[src/rtl/sub_add_max_acc.sv]
// Two-stage signed sub/add/max/min unit with a result accumulator.
// Define SUB_ADD_MAX_ACC_SAT_EN to saturate overflowing add/sub results.
module sub_add_max_acc #(
  parameter int WIDTH = 16
) (
  input  logic             clk,
  input  logic             rst_n,
  input  logic             in_valid,
  output logic             in_ready,
  input  logic [WIDTH-1:0] a,
  input  logic [WIDTH-1:0] b,
  input  logic [1:0]       op,
  input  logic             use_acc,
  output logic             out_valid,
  input  logic             out_ready,
  output logic [WIDTH-1:0] o,
  output logic             ovf
);

  typedef struct packed {
    logic             vld;
    logic             ovf;
    logic [WIDTH-1:0] res;
  } stage_t;

  localparam logic [WIDTH-1:0] MAX_POS =
    {1'b0, {(WIDTH-1){1'b1}}};
  localparam logic [WIDTH-1:0] MIN_NEG =
    {1'b1, {(WIDTH-1){1'b0}}};

  stage_t           s1_q, s1_d;
  stage_t           s2_q, s2_d;
  logic [WIDTH-1:0] acc_q, acc_d;

  logic [WIDTH-1:0] opa;
  logic [WIDTH:0]   ext_a, ext_b;
  logic [WIDTH:0]   sum_w, dif_w, arith;
  logic             ar_ovf;
  logic [WIDTH-1:0] ar_res;
  logic             a_ge_b, a_le_b;
  logic             op_sub, op_add, op_max, op_min;
  logic [WIDTH-1:0] res;
  logic             res_ovf;
  logic             stall, accept;

  // Operand select and widened arithmetic; the accumulator is
  // updated at acceptance so the next transaction sees it directly.
  always_comb begin
    opa    = use_acc ? acc_q : a;
    ext_a  = {opa[WIDTH-1], opa};
    ext_b  = {b[WIDTH-1], b};
    sum_w  = ext_a + ext_b;
    dif_w  = ext_a - ext_b;
    a_ge_b = $signed(opa) >= $signed(b);
    a_le_b = $signed(opa) <= $signed(b);
    op_sub = (op == 2'b00);
    op_add = (op == 2'b01);
    op_max = (op == 2'b10);
    op_min = (op == 2'b11);
    arith  = op_sub ? dif_w : sum_w;
    ar_ovf = arith[WIDTH] ^ arith[WIDTH-1];
`ifdef SUB_ADD_MAX_ACC_SAT_EN
    if (ar_ovf)
      ar_res = arith[WIDTH] ? MIN_NEG : MAX_POS;
    else
      ar_res = arith[WIDTH-1:0];
`else
    ar_res = arith[WIDTH-1:0];
`endif
  end

  // Result mux; ties in max/min return operand A.
  always_comb begin
    res     = '0;
    res_ovf = 1'b0;
    unique case (1'b1)
      op_sub, op_add: begin
        res     = ar_res;
        res_ovf = ar_ovf;
      end
      op_max: res = a_ge_b ? opa : b;
      op_min: res = a_le_b ? opa : b;
      default: res = '0;
    endcase
  end

  // Handshake: the whole pipe advances unless S2 is blocked.
  always_comb begin
    stall    = s2_q.vld & ~out_ready;
    in_ready = ~stall;
    accept   = in_valid & in_ready;
  end

  // Next-state for both stages and the accumulator.
  always_comb begin
    s1_d  = s1_q;
    s2_d  = s2_q;
    acc_d = acc_q;
    if (!stall) begin
      s2_d     = s1_q;
      s1_d.vld = accept;
      if (accept) begin
        s1_d.res = res;
        s1_d.ovf = res_ovf;
      end
    end
    if (accept)
      acc_d = res;
  end

  // State registers, cleared asynchronously.
  always_ff @(posedge clk or negedge rst_n) begin
    if (!rst_n) begin
      s1_q  <= '0;
      s2_q  <= '0;
      acc_q <= '0;
    end else begin
      s1_q  <= s1_d;
      s2_q  <= s2_d;
      acc_q <= acc_d;
    end
  end

  assign out_valid = s2_q.vld;
  assign o         = s2_q.res;
  assign ovf       = s2_q.ovf;

endmodule

[config.mk]
export PLATFORM = sky130hd
export DESIGN_NAME = sub_add_max_acc
export DESIGN_NICKNAME = d
export VERILOG_FILES = /design/src/rtl/sub_add_max_acc.sv
export SDC_FILE = /design/constraint.sdc
export NUM_CORES = 1
export LEC_CHECK = 0
export BUFFER_PORTS_ARGS = -buffer_cell sky130_fd_sc_hd__buf_2
export CORE_MARGIN = 5
export CORE_UTILIZATION = 53
export CTS_CLUSTER_DIAMETER = 60
export DETAILED_ROUTE_END_ITERATION = 16
export GPL_TIMING_DRIVEN = 0
export PLACE_DENSITY = 0.84
export SYNTH_ARGS = -nofsm -noshare
export SYNTH_HDL_FRONTEND = slang
export SYNTH_SLANG_ARGS = --single-unit
[constraint.sdc]
create_clock -name clk -period 2.8 [get_ports clk]
set_clock_uncertainty 0.05 [all_clocks]
set_input_delay 0.14 -clock clk [delete_from_list [all_inputs] [get_ports clk]]
set_output_delay 0.14 -clock clk [all_outputs]
set_load 0.03 [all_outputs]
After elaboration in Yosys (flattened, before gate mapping)
Index checks and enable logic that the tools add are counted.
Operators by class
  add/subtract/negate cells: 2
  order comparisons: 2
  eq/ne operators: 3
  multiplexer cells: 6
  bitwise operators: 5
  reduce and logical (&&, ||, !) cells: 3
Operators with widths (count)
  $mux W16: 3
  $pmux W16 S3: 1
  $add A16 B16 Y17: 1
  $mux W17: 1
  $sub A16 B16 Y17: 1
  $ge A16 B16 Y1: 1
  $le A16 B16 Y1: 1
  $eq A2 B2 Y1 const B: 2
  $and A1 B1 Y1: 2
  $eq A2 B1 Y1 const B: 1
  $logic_not A2 Y1: 1
  $not A1 Y1: 2
  $reduce_and A2 Y1: 1
  $reduce_or A2 Y1: 1
  $mux W1: 1
  $xor A1 B1 Y1: 1
Storage, ports and cells
  register bits after elaboration: 52
  bits of input ports: 39
  output and inout bits: 19
  logic and storage cells: 28

Depth between registers and ports, before layout
  depth in word-level cells: 5
  gate-level depth with buffers: 15
  mapped depth without buffers: 14

Worst setup path after synthesis
Ideal clock, no wire load.
  kind: input-to-reg
  start point: input port use_acc
  end point: register acc_q[8]
  library setup time: 0.132 ns
  arrival time: 3.065 ns
  required time: 2.618 ns
  slack: -0.447 ns
  stages on the path: 15
  path buffers: 4
  path through: clkbuf_1 -> clkbuf_1 -> mux2_2 -> ha_1 -> buf_2 -> o211ai_1 -> a21oi_1 -> o21bai_2 -> nand4_2 -> nand2_1 -> a21oi_1 -> buf_4 -> mux2_1 -> a21oi_1 -> o21ai_1
On the way
  cells in the longest elaborated chain, start to end: 4
  elaborated cells on any way between the ends: 9
  those cells by class: 2 x add/sub; 2 x order compare; 5 x mux
RTL lines
  start: declaration: RTL line 13  | input logic use_acc,
  $mux W16 (*): RTL line 49  | opa = use_acc ? acc_q : a;
  $add A16 B16 Y17, or another cell as far along: RTL line 52  | sum_w = ext_a + ext_b;
  $mux W17, or another cell as far along: RTL line 60  | arith = op_sub ? dif_w : sum_w;
  $pmux W16 S3 (*): RTL line 76  | unique case (1'b1)
  end signal: assignment: RTL line 116  | acc_q <= '0;
  end signal: assignment: RTL line 120  | acc_q <= acc_d;
  end: declaration: RTL line 33  | logic [WIDTH-1:0] acc_q, acc_d;
Every way passes the cells marked *; elsewhere a longest branch is shown, timed or not.
A chain may end at the register's enable or synchronous reset.

Worst setup path after layout
  start point: register acc_q[7]
  end point: register s1_q[6] in the netlist's numbering
On the way
  cells in the longest elaborated chain, start to end: 4
  elaborated cells on any way between the ends: 6
  those cells by class: 2 x order compare; 4 x mux
RTL lines
  $mux W16 (*): RTL line 49
  $le A16 B16 Y1 or $ge A16 B16 Y1 (tied branches): RTL line 55, 54
  $mux W16 (on tied branches): RTL line 82, 81
  $pmux W16 S3 (*): RTL line 76
  end signal: assignment: RTL line 114  | s1_q <= '0;
  end signal: assignment: RTL line 118  | s1_q <= s1_d;
  end: declaration: RTL line 31  | stage_t s1_q, s1_d;
Marks and branches as above.

==> impl_results.md <==
* Status: complete, but fails checks
* Failing checks: setup timing
* CTS tree: built
* Unrepaired setup endpoints after global routing: true
* Clock buffer depth at 2
* WP buf/inv at 3
* Hold crit path type: primary input to register
* Row count at 30
* I/O pin total at 58
* Cell count of the worst reg-to-reg path at 13
* Fin util at 0.782
* Post-layout min period at between 3 and 4 ns
* Post-synth net total at 505
* Hold Path Depth at 3
* Seq pwr share at 0.186
* Dpl ws at -0.393 ns
* Share of cells above drive strength 1 at 0.470
* Sequential area share after synthesis at 0.242
* Final cell count without fillers at 647
* Initial Util at 0.545
* Placed cell areas at 0.00425 mm2
* Synth warnings at 0
* PD cells at 876 mW/mm2
* DIE AREA at approximately 0.0088 mm2
* Syn Inst Count at 431
* Logic pwr share at 0.728
* Initial antenna violation count at 0
* IO Port Bufs at 55
* Ys flop type: dfrtp_1
* Total stage count of the critical path at 13
* Vias per cell at 7.00
* Sinks on Clock Net at 36
* P_leak at ~2.4 nW
* Congestion Overflow GR at 0
* Startpoint types: register
* Post-synth EDFFs at 0
* Chip width at 93.8 um
* Final setup vio count at 17
* Drt first-iter violations at 750
* Internal Power at 0.00247 W
* H-tree depth at 2
* DRT Pass-1 Iters at 8
* Synth-to-layout area growth at 43.4%
* Worst skew pair latency at just under 0.3 ns
* Crit-path most repeated cell: buf_6
* Fmax at 0.309 GHz
* ANT cells at 0
* Root buffer selected by CTS: clkbuf_8
* Cell area after synthesis at 0.00373 mm2
* Pins Over Slew Limit at 0
* Distinct cells, synth at 63
* Net load switching power at 0.00221 W
* Final GP Congestion at 0.895
* Synth Register Bits at 36
* Max Cap Viol at 0
* Die H at approximately 94 um
* WP data arrival at 3.34 ns
* Family with the most delay on the worst path: simple AND/OR/NAND/NOR gates
* Final instance area at ~0.0053 mm2
* Slowest Stage Delay on Critical Path at 0.41 ns
* Dpl hpwl at around 8200 um
* Reg clk slew, reported paths at 0.07 ns
* Placeable Area at 0.00683 mm2
* Worst setup EP type: register
* Synth Area per Inst at 8.65 um2
* Switching part of the total at 0.472
* Cells along the critical path: mux2_4 > ha_4 > buf_6 > nand4_1 > nor3_2 > nand2_1 > and2_4 > a21oi_4 > buf_6 > buf_6 > mux2_2 > a21oi_2 > a21oi_1
* Crit-path slowest cell: dfrtp_1
* Fillers at 330
* Worst Max-Slew Pin Slew at 1.29 ns
* WL/cell at 25.0 um
* Clock network power share at 0.086
* Final WS setup at -0.438 ns
* Worst endpoint required time at 2.90 ns
* CP Class: register to register
* Fin. Hold Viols at 0
* WL final at 16200 um
* Pwr Total at 0.00468 W
* Post-synth ARST share at 1.00
* Worst vdd ir at 289 uV
* Worst rel slew slack at 0.138
* Vias in the first global route at about 4.0k
* Antenna viol nets, final at 0
* Largest net degree at the start of global routing at 37
* Final period util at 1.16
* Final #Nets at 625
* Largest fanout on the critical path at 5
* DR vias at 4528
* Global-route wire length before repair at 20300 um
* Placed insts at just under 600
* Drc violations at 0
* GRT Overall Usage at 0.290
* Cts bufs inserted at 5
[placed cells by master (no fill, tap or decap), drive strengths merged, types with 3 or more instances in the layout]
cell type  synthesis  layout
buf                9     121
a211oi             8       8
mux2              42      42
nand3              6       6
mux2i             13      13
nor2              41      41
nand2             23      23
a311oi             3       3
a22oi              6       6
nand4              4       4
a31oi             12      12
clkbuf            14      21
o211ai             4       4
inv               32      32
o21a               3       3
nand2b             8       8
a2111oi            3       3
dfrtp             36      36
o21ai             23      23
o21bai             4       4
xnor2             12      12
nor2b              4       4
a21oi             38      38
nor3              11      11
ha                33      33
a21o               5       5
o22ai              6       6
[worst paths after layout]
check | start | to | slack [ns]
worst min-delay path | b[11] | acc_q[11]$_DFFE_PN0P_ | 0.11
worst min register to register | s1_q[17]$_DFFE_PN0N_ | out_valid$_DFFE_PN0N_ | 0.43
worst max register to register | acc_q[7]$_DFFE_PN0P_ | s1_q[6]$_DFFE_PN0P_ | -0.44
worst max-delay path | acc_q[7]$_DFFE_PN0P_ | s1_q[6]$_DFFE_PN0P_ | -0.44
max in group asynchronous | rst_n | acc_q[12]$_DFFE_PN0P_ | 1.79
min in group asynchronous | rst_n | s1_q[0]$_DFFE_PN0P_ | 0.42
[per-layer routing]
| metal | up-vias | track usage | share of wire |
|---|---|---|---|
| met5 | - | 0 | 0 |
| met4 | 0 | 0.138 | 0.075 |
| met3 | 136 | 0.0417 | 0.11 |
| met2 | 464 | 0.493 | 0.46 |
| met1 | 2131 | 0.358 | 0.35 |
| li1 | 1797 | - | - |
[per-stage QoR]
step	hold WS [ns]	TNS (ns)
final	0.112	-4.79
after detailed placement	0.190	-5.01
after CTS	0.111	-0.325
after global routing	0.113	-5.96
after global placement	0.187	-4.18
after floorplan	-0.206	0
[layout make-up]
type,instances,area [um2],area share
Inverter,32,123,0.0230
Tap cell,96,120,0.0225
Sequential cell,36,901,0.169
Buffer,22,179,0.0335
Multi-Input combinational cell,340,3170,0.594
Clock buffer,7,96.3,0.0180
Timing Repair Buffer,114,749,0.140
[power by group through the flow]
stage	clock, W	sequential [W]	combinational [W]
after global placement	0	0.000842	0.00213
final	0.000403	0.000870	0.00341
after global routing	0.000413	0.000885	0.00352
after floorplan	0	0.00105	0.00148
after CTS	0.000387	0.000834	0.00277
after detailed placement	0	0.000857	0.00219
[worst reg2reg max path, stage by stage (launching register included)]
cell and delay [ns]:
dfrtp_1 0.41, mux2_4 0.32, ha_4 0.29, buf_6 0.12, nand4_1 0.14, nor3_2 0.27, nand2_1 0.16, and2_4 0.21
a21oi_4 0.19, buf_6 0.14, buf_6 0.12, mux2_2 0.38, a21oi_2 0.18, a21oi_1 0.11
[flip-flops by register name, summed over array words and instances (netlist names)]
register   cells
out_valid      1
s1_q          10
acc_q          8
o             16
ovf            1
[synthesized netlist by cell type, types with 2 or more instances]
master      n  area (um2)
a311oi_1    3        26.3
ha_1       33         413
nor2b_1     3        18.8
inv_1      31         116
buf_4       2        15.0
a22oi_1     4        30.0
dfrtp_1    36         901
a21o_1      5        37.5
a211oi_1    7        52.6
fa_1        2        40.0
a2111oi_2   2        30.0
o21ai_0    11        55.1
and2_1      2        12.5
a21oi_1    35         175
mux2_1      9         101
nand3b_1    2        15.0
o21bai_1    3        22.5
mux2_2     33         372
mux2i_1    13         130
nor2_1     41         154
buf_2       5        25.0
o21a_1      3        22.5
nor3_1     11        55.1
o211ai_1    4        30.0
nand2_1    22        82.6
nand3_1     6        30.0
buf_6       2        22.5
o21ai_1    12        60.1
nor3b_1     2        15.0
a22oi_2     2        25.0
and3_1      2        12.5
nand2b_1    8        50.1
o22ai_1     6        37.5
clkbuf_1   14        52.6
xnor2_1    12         105
o311a_1     2        20.0
nand4_1     3        18.8
a21oi_2     3        26.3
a31oi_1    11        68.8
[logic make-up after synthesis]
family / Yosys count / synth area share
AOI/OAI and AO/OA: 128 / 0.240
xor gates and xnor gates: 13 / 0.0306
adders and majority gates: 35 / 0.122
buffers and inverters: 55 / 0.0631
DFF: 36 / 0.242
muxes: 55 / 0.162
and+or+nand+nor: 109 / 0.141
[what timing repair did]
item	CTS	global route
pin swaps	53	38
hold buffers	1	0
endpoints found under the setup margin	17	17
gates resized for setup	70	43
endpoints found under the hold margin	36	0
gates cloned	1	1
setup buffers	43	15
No activity file was read; power rests on OpenSTA's default activity.
